**src/rtl/axi_line_master.sv**
```systemverilog
// Purpose : turns one cache-line request into a single AXI4 INCR burst (read fill or dirty writeback).
// Latency : accept -> AR/AW+W valid next cycle; fill word one cycle after each R beat; done one cycle after last R / B.
// Backpres: req_ready only in IDLE; AXI valids hold with stable payload until their handshake.
// Ports   : clk/rst (sync, active-high); req_* line request in; fill_* per-word fill out;
//           done/err completion pulse; m_axi_ar/r/aw/w/b AXI4 master channels.
module axi_line_master #(
    parameter int                    ADDR_WIDTH = 32,
    parameter int                    LINE_WORDS = 4,
    parameter int                    ID_WIDTH   = 4,
    parameter logic [ID_WIDTH-1:0]   AXI_ID     = '0,
    localparam int                   IDX_W      = $clog2(LINE_WORDS)
) (
    input  logic                     clk,
    input  logic                     rst,
    input  logic                     req_valid,
    output logic                     req_ready,
    input  logic                     req_write,
    input  logic [ADDR_WIDTH-1:0]    req_addr,
    input  logic [LINE_WORDS*32-1:0] req_wdata,
    output logic                     fill_valid,
    output logic [IDX_W-1:0]         fill_index,
    output logic [31:0]              fill_data,
    output logic                     done,
    output logic                     err,
    output logic [ID_WIDTH-1:0]      m_axi_arid,
    output logic [ADDR_WIDTH-1:0]    m_axi_araddr,
    output logic [7:0]               m_axi_arlen,
    output logic [2:0]               m_axi_arsize,
    output logic [1:0]               m_axi_arburst,
    output logic                     m_axi_arvalid,
    input  logic                     m_axi_arready,
    input  logic [ID_WIDTH-1:0]      m_axi_rid,
    input  logic [31:0]              m_axi_rdata,
    input  logic [1:0]               m_axi_rresp,
    input  logic                     m_axi_rlast,
    input  logic                     m_axi_rvalid,
    output logic                     m_axi_rready,
    output logic [ID_WIDTH-1:0]      m_axi_awid,
    output logic [ADDR_WIDTH-1:0]    m_axi_awaddr,
    output logic [7:0]               m_axi_awlen,
    output logic [2:0]               m_axi_awsize,
    output logic [1:0]               m_axi_awburst,
    output logic                     m_axi_awvalid,
    input  logic                     m_axi_awready,
    output logic [31:0]              m_axi_wdata,
    output logic [3:0]               m_axi_wstrb,
    output logic                     m_axi_wlast,
    output logic                     m_axi_wvalid,
    input  logic                     m_axi_wready,
    input  logic [ID_WIDTH-1:0]      m_axi_bid,
    input  logic [1:0]               m_axi_bresp,
    input  logic                     m_axi_bvalid,
    output logic                     m_axi_bready
);
    localparam int               OFF_W     = $clog2(LINE_WORDS * 4);
    localparam logic [IDX_W-1:0] LAST_BEAT = IDX_W'(LINE_WORDS - 1);

    typedef enum logic [2:0] {S_IDLE, S_RD_ADDR, S_RD_DATA, S_WR, S_WR_RESP} state_t;

    state_t                  state_q, state_d;
    logic [ADDR_WIDTH-1:0]   addr_q, addr_d;
    logic [31:0]             buf_q [LINE_WORDS];
    logic [31:0]             buf_d [LINE_WORDS];
    logic [IDX_W-1:0]        beat_q, beat_d;
    logic                    aw_done_q, aw_done_d;
    logic                    w_done_q, w_done_d;
    logic                    sticky_q, sticky_d;
    logic                    fill_valid_q, fill_valid_d;
    logic [IDX_W-1:0]        fill_index_q, fill_index_d;
    logic [31:0]             fill_data_q, fill_data_d;
    logic                    done_q, done_d;
    logic                    err_q, err_d;

    logic                    rd_err;
    logic                    aw_done_n;
    logic                    w_done_n;

    // IDs are constant and only one burst is ever outstanding, so response IDs carry
    // no information; the line offset bits of req_addr are discarded by alignment.
    logic unused_inputs;
    assign unused_inputs = ^{m_axi_rid, m_axi_bid, req_addr[OFF_W-1:0]};

    assign req_ready     = (state_q == S_IDLE);

    assign m_axi_arid    = AXI_ID;
    assign m_axi_araddr  = addr_q;
    assign m_axi_arlen   = 8'(LINE_WORDS - 1);
    assign m_axi_arsize  = 3'b010;
    assign m_axi_arburst = 2'b01;
    assign m_axi_arvalid = (state_q == S_RD_ADDR);
    assign m_axi_rready  = (state_q == S_RD_DATA);

    assign m_axi_awid    = AXI_ID;
    assign m_axi_awaddr  = addr_q;
    assign m_axi_awlen   = 8'(LINE_WORDS - 1);
    assign m_axi_awsize  = 3'b010;
    assign m_axi_awburst = 2'b01;
    assign m_axi_awvalid = (state_q == S_WR) && !aw_done_q;
    assign m_axi_wvalid  = (state_q == S_WR) && !w_done_q;
    assign m_axi_wdata   = buf_q[beat_q];
    assign m_axi_wstrb   = 4'hF;
    assign m_axi_wlast   = (beat_q == LAST_BEAT);
    assign m_axi_bready  = (state_q == S_WR_RESP);

    assign fill_valid    = fill_valid_q;
    assign fill_index    = fill_index_q;
    assign fill_data     = fill_data_q;
    assign done          = done_q;
    assign err           = err_q;

    always_comb begin
        state_d      = state_q;
        addr_d       = addr_q;
        buf_d        = buf_q;
        beat_d       = beat_q;
        aw_done_d    = aw_done_q;
        w_done_d     = w_done_q;
        sticky_d     = sticky_q;
        fill_valid_d = 1'b0;
        fill_index_d = fill_index_q;
        fill_data_d  = fill_data_q;
        done_d       = 1'b0;
        err_d        = 1'b0;
        rd_err       = 1'b0;
        aw_done_n    = aw_done_q;
        w_done_n     = w_done_q;

        case (state_q)
            S_IDLE: begin
                if (req_valid) begin
                    addr_d    = {req_addr[ADDR_WIDTH-1:OFF_W], {OFF_W{1'b0}}};
                    for (int i = 0; i < LINE_WORDS; i++) begin
                        buf_d[i] = req_wdata[32*i +: 32];
                    end
                    beat_d    = '0;
                    sticky_d  = 1'b0;
                    aw_done_d = 1'b0;
                    w_done_d  = 1'b0;
                    state_d   = req_write ? S_WR : S_RD_ADDR;
                end
            end
            S_RD_ADDR: begin
                if (m_axi_arready) begin
                    state_d = S_RD_DATA;
                end
            end
            S_RD_DATA: begin
                if (m_axi_rvalid) begin
                    // Beat count, not RLAST, ends the burst; a misplaced RLAST only flags an error.
                    rd_err       = (m_axi_rresp != 2'b00) || (m_axi_rlast != (beat_q == LAST_BEAT));
                    sticky_d     = sticky_q | rd_err;
                    fill_valid_d = 1'b1;
                    fill_index_d = beat_q;
                    fill_data_d  = m_axi_rdata;
                    beat_d       = beat_q + IDX_W'(1);
                    if (beat_q == LAST_BEAT) begin
                        done_d  = 1'b1;
                        err_d   = sticky_q | rd_err;
                        state_d = S_IDLE;
                    end
                end
            end
            S_WR: begin
                aw_done_n = aw_done_q | m_axi_awready;
                if (m_axi_wvalid && m_axi_wready) begin
                    beat_d   = beat_q + IDX_W'(1);
                    w_done_n = (beat_q == LAST_BEAT);
                end
                aw_done_d = aw_done_n;
                w_done_d  = w_done_n;
                if (aw_done_n && w_done_n) begin
                    state_d = S_WR_RESP;
                end
            end
            S_WR_RESP: begin
                if (m_axi_bvalid) begin
                    done_d  = 1'b1;
                    err_d   = sticky_q | (m_axi_bresp != 2'b00);
                    state_d = S_IDLE;
                end
            end
            default: state_d = S_IDLE;
        endcase
    end

    always_ff @(posedge clk) begin
        if (rst) begin
            state_q      <= S_IDLE;
            addr_q       <= '0;
            for (int i = 0; i < LINE_WORDS; i++) begin
                buf_q[i] <= '0;
            end
            beat_q       <= '0;
            aw_done_q    <= 1'b0;
            w_done_q     <= 1'b0;
            sticky_q     <= 1'b0;
            fill_valid_q <= 1'b0;
            fill_index_q <= '0;
            fill_data_q  <= '0;
            done_q       <= 1'b0;
            err_q        <= 1'b0;
        end else begin
            state_q      <= state_d;
            addr_q       <= addr_d;
            buf_q        <= buf_d;
            beat_q       <= beat_d;
            aw_done_q    <= aw_done_d;
            w_done_q     <= w_done_d;
            sticky_q     <= sticky_d;
            fill_valid_q <= fill_valid_d;
            fill_index_q <= fill_index_d;
            fill_data_q  <= fill_data_d;
            done_q       <= done_d;
            err_q        <= err_d;
        end
    end
endmodule
```
**config.mk**
```make
export PLATFORM = sky130hd
export DESIGN_NAME = axi_line_master
export DESIGN_NICKNAME = d
export VERILOG_FILES = /design/src/rtl/axi_line_master.sv
export SDC_FILE = /design/constraint.sdc
export NUM_CORES = 1
export LEC_CHECK = 0
export ABC_CLOCK_PERIOD_IN_PS = 2090
export CAP_MARGIN = 0
export CELL_PAD_IN_SITES_DETAIL_PLACEMENT = 0
export CELL_PAD_IN_SITES_GLOBAL_PLACEMENT = 2
export CORE_MARGIN = 3
export CORE_UTILIZATION = 22
export DETAILED_ROUTE_END_ITERATION = 8
export PLACE_DENSITY_LB_ADDON = 0.1
export SLEW_MARGIN = 0
export SYNTH_ARGS = -nofsm -noshare
export SYNTH_HDL_FRONTEND = slang
export SYNTH_SLANG_ARGS = --single-unit
```
**constraint.sdc**
```tcl
create_clock -name clk -period 2.09 [get_ports clk]
set_input_delay 0.3135 -clock clk [delete_from_list [all_inputs] [get_ports clk]]
set_output_delay 0.3135 -clock clk [all_outputs]
set_load 0.01 [all_outputs]
```
**After elaboration in Yosys (flattened, before gate mapping)**

Index checks and enable logic that the tools add are counted.
W data, S select, Z words.

- $add $sub $neg: 1
- $lt $le $gt $ge: 1
- Equal/unequal tests: 13
- Muxes and demuxes: 31
- Bitwise logic cells: 5
- Reduce and logical (&&, ||, !) cells: 20

Operator list:

| cell | count |
|---|---|
| $bmux W32 S2 | 1 |
| $mux W32 | 2 |
| $mux W3 | 6 |
| $pmux W3 S5 | 1 |
| $mux W1 | 11 |
| $pmux W1 S2 | 5 |
| $mux W2 | 4 |
| $ne A2 B1 Y1 const B | 4 |
| $reduce_bool A2 Y1 | 4 |
| $eq A3 B2 Y1 const B | 2 |
| $ne A2 B2 Y1 const B | 3 |
| $pmux W2 S3 | 1 |
| $reduce_and A2 Y1 | 3 |
| $reduce_and A6 Y1 | 1 |
| $logic_and A1 B1 Y1 | 4 |
| $reduce_and A4 Y1 | 1 |
| $eq A3 B1 Y1 const B | 1 |
| $eq A3 B3 Y1 const B | 1 |
| $ge A3 B3 Y1 const B | 1 |
| $logic_not A3 Y1 | 1 |
| $not A2 Y3 | 1 |
| $or A1 B1 Y1 | 3 |
| $reduce_and A3 Y1 | 1 |
| $reduce_bool A3 Y1 | 1 |
| 7 further kinds | 8 |

- Flip-flop bits (word level): 201
- Bits of input ports: 214
- Logic and storage cells: 86

**Depth between registers and ports, before layout**

- Depth after elaboration: 8
- Depth in mapped cells: 7

**Worst setup path before layout**

Ideal clock, no wire load.

- Path type: flip-flop to output port
- From: register beat_q[1]
- To: output port m_axi_wdata[10]
- Arrival time: 1.369 ns
- Slack: 0.407 ns
- Cell stages (with the launch flop): 4
- Path buffers: 2
- Path through: dfxtp_1 > buf_2 > buf_2 > mux4_2

- Longest elaborated chain between the ends: 4

Ends and longest elaborated chain:

| what | RTL line | RTL |
|---|---|---|
| start: declaration | 64 | `logic [IDX_W-1:0] beat_q, beat_d;` |
| start signal: assignment | 206 | `beat_q <= beat_d;` |
| $not A2 Y3 (implied by the code) | 100 | `assign m_axi_wdata = buf_q[beat_q];` |
| $bmux W32 S2 | 100 |  |
| $mux W32 (implied by the code) (2 in a row) | 100 |  |
| end: declaration | 45 | `output logic [31:0] m_axi_wdata,` |

Every way passes these cells. The select of a mux whose other input is x is not followed.

**Worst setup path after layout**

- From: register beat_q[1]
- To: output port m_axi_wdata[16]

Same word-level chain as after synthesis.

==> metrics.md <==
| Metric | Value |
|---|---|
| CP Capture Type | `primary output` |
| Initial core utilization | `22.36%` |
| Placed Cells | `approximately 1800` |
| Detailed placer's ending HPWL | `between 20 and 25 mm` |
| CP Data Arrival Time | `between 1.5 and 2 ns` |
| Worst-skew pair later-pin latency | `0.52 ns` |
| Fin cells | `1845` |
| DP Area | `around 12000 um^2` |
| Cells after Synth | `about 1000` |
| Peak supply drop | `roughly 500 uV` |
| CP max-delay cell | `mux4_2` |
| CTS H-tree depth | `1` |
| Layout cells sized above 1 | `around an eighth` |
| Core Area | `about 38000 um^2` |
| Port bufs | `about 330` |
| Final period util | `103.1%` |
| EDFF count, synth | `0` |
| Remaining global-route overflow | `0` |
| Min Hold Slack | `0.1499 ns` |
| Leakage | `roughly 4.9 nW` |
| Violated checks | `negative setup slack` |
| Sequential area share after synthesis | `between 40% and 50%` |
| FF+latch count, synth | `roughly 200` |
| Clock Skews | `between 0.007 and 0.008 ns` |
| Fmax | `around 0.46 GHz` |
| TritonCTS Buffers | `26` |
| Slew Limit Fails | `0` |
| Via count | `between 7000 and 8000` |
| Status | `complete, but fails checks` |
| Net count, final | `1529` |
| Final setup viols | `23` |
| Row cnt | `71` |
| First-pass iteration count of the detailed router | `4` |
| Met1 WL | `13.60 mm` |
| Hold WC Path Type | `input pin to flip-flop` |
| Final Cell Area | `roughly 13000 um^2` |
| CP max stage delay | `0.54 ns` |
| Layout area overhead | `55.62%` |
| Initial antenna violation count | `4` |
| Antenna Nets Post-Route | `0` |
| Final hold vios | `0` |
| CP required | `about 1.8 ns` |
| Clock Sinks | `201` |
| Final worst path period need | `between 2 and 2.5 ns` |
| Ports | `392` |
| Crit path launch type | `flip-flop` |
| Fill cell count | `around 4000` |
| Distinct cells, synth | `40` |
| Most used cell, CP | `buf_6` |
| Die Y | `slightly above 200 um` |
| Count leader, synth | `nand2_1` |
| Async SR Flop Fraction | `0%` |
| Hold Path Cell Cnt | `2` |
| Mean Syn Cell Area | `between 8 and 9 um^2` |
| DIE WIDTH | `roughly 200 um` |
| DR WL met3 | `around 2.6 mm` |
| TritonCTS clock tree | `yes` |
| Crit path cell chain | `buf_6 > buf_12 > mux4_2 > buf_6` |
| Metal2 WL | `around 14 mm` |
| Vias in the first global route | `~7500` |
| Largest area contributor in the netlist | `dfxtp_1` |
| GP Congestion | `just over 0.7` |
| Main synth FF type | `dfxtp_1` |
| Yosys top cell area share | `47.67%` |
| GRT Resource Usage Total | `between 10 and 15%` |
| CTS clk-pin slew, worst paths | `0.06 ns` |
| Top post-synthesis cells by area | `dfxtp_1 48%, nand2_1 17%, a21oi_1 11%` |
| Final Total Pwr | `roughly 11 mW` |
| First-pass GRT wire length | `roughly 46 mm` |
| Post-CTS Hold Fix Bufs | `0` |
| DRC | `0` |
| Crit-path max FO | `8` |
| Power per cell area | `roughly 900 nW/um^2` |
| Post-Route WL | `30.58 mm` |
| RSZ-0062 raised after global routing | `true` |
| Largest net degree at the start of global routing | `just over 90` |
| Clk buf depth | `3` |
| 1st-iter DRT viols | `approximately 350` |
| Syn. warnings | `0` |
| Cell area after synthesis | `between 8000 and 9000 um^2` |
| Reg2reg path depth | `8` |
| Mean routed wirelength per cell | `between 15 and 20 um` |
| DIE AREA | `40750 um^2` |
| Detailed-route vias per instance | `between 4 and 5` |
| Top cells by count, synth | `383 x nand2_1, 201 x dfxtp_1, 192 x a21oi_1` |
| Max_cap viols | `0` |
| Worst Slack Setup Final | `-0.06423 ns` |
| Uppermost layer routed | `met5` |
| CP Class | `flip-flop to primary output` |
| Root buf cell | `clkbuf_16` |
-- sequential cells by signal, indices dropped and copies added, names as in the netlist, 2 cells and up --
signal,cells
beat_q,2
buf_q,128
fill_data,32
fill_index,2
m_axi_araddr,28
state_q,3
-- layout by cell type, fill, tap and decap left out, drive strengths merged, types with 3 or more instances in the layout --
cell           instances
a21oi                192
buf                   77
clkbuf                43
clkdlybuf4s50        293
clkinv                 3
conb                  46
dfxtp                201
dlygate4sd2            6
mux4                  32
nand2                383
nand2b                 3
nand3                  7
nor2                   9
nor2b                  4
nor3                   5
o21ai                  4
-- final timing paths --
check,end,slack [ns],start
max,m_axi_wdata[16],-0.06,beat_q[1]
min,fill_data[19],0.15,rst
max reg2reg,err,0.24,beat_q[1]
min reg2reg,fill_data[18],0.45,fill_data[18]
-- where the power goes --
group	total, mW	switching [mW]	internal [mW]
Sequential	4.46	0.226	4.23
Combinational	2.67	1.34	1.33
Clock	4.35	1.71	2.64
Total	11.5	3.27	8.21
-- through the flow --
stage	util, %	setup WS (ns)	setup TNS (ns)
2_1_floorplan	-	0.4070	0
3_3_place_gp	31.88	0.1314	0
3_5_place_dp	31.88	0.1306	0
4_1_cts	34.73	-0.1584	-2.908
5_1_grt	34.78	-0.1368	-2.683
6_report	34.79	-0.06423	-0.7286
-- routing by layer --
metal,vias up,GRT usage [%]
li1,3843,-
met1,3527,19.19
met2,250,22.85
met3,40,4.429
met4,6,3.015
met5,-,0
-- worst max-delay path, delay by kind of cell, from the launching register on --
family	cells	cell delay, ns
flip-flops	1	0.37
multiplexers	1	0.54
buffers and inverters	3	0.40
-- timing repair --
action / CTS / global route
gates resized for setup: 190 / 10
setup buffers: 16 / 3
endpoints found under the setup margin: 39 / 30
gates cloned: 2 / 0
-- cell families (layout without fill, tap and decap cells) --
kind of cell,Yosys count,count (layout),share of synthesized area (%)
adders and majority gates,1,1,0.1482
muxes,34,34,8.776
AOI/OAI and AO/OA,207,207,12.84
other,2,47,0.08897
xor gates and xnor gates,2,2,0.2076
and+or+nand+nor,418,418,19.58
DFF,201,201,47.67
buffers and inverters,151,424,10.69
-- area by class of cell --
cell class / instances / area (um^2) / share of cell area [%]
Sequential cell: 201 / 4036 / 30.73
Inverter: 1 / 3.754 / 0.02858
Clock buffer: 43 / 815.8 / 6.211
Multi-Input combinational cell: 708 / 3711 / 28.25
Antenna cell: 1 / 2.502 / 0.01905
Tap cell: 511 / 639.4 / 4.868
Timing Repair Buffer: 376 / 3902 / 29.71
Clock inverter: 4 / 23.77 / 0.1810
No activity file was read; power rests on OpenSTA's default activity.
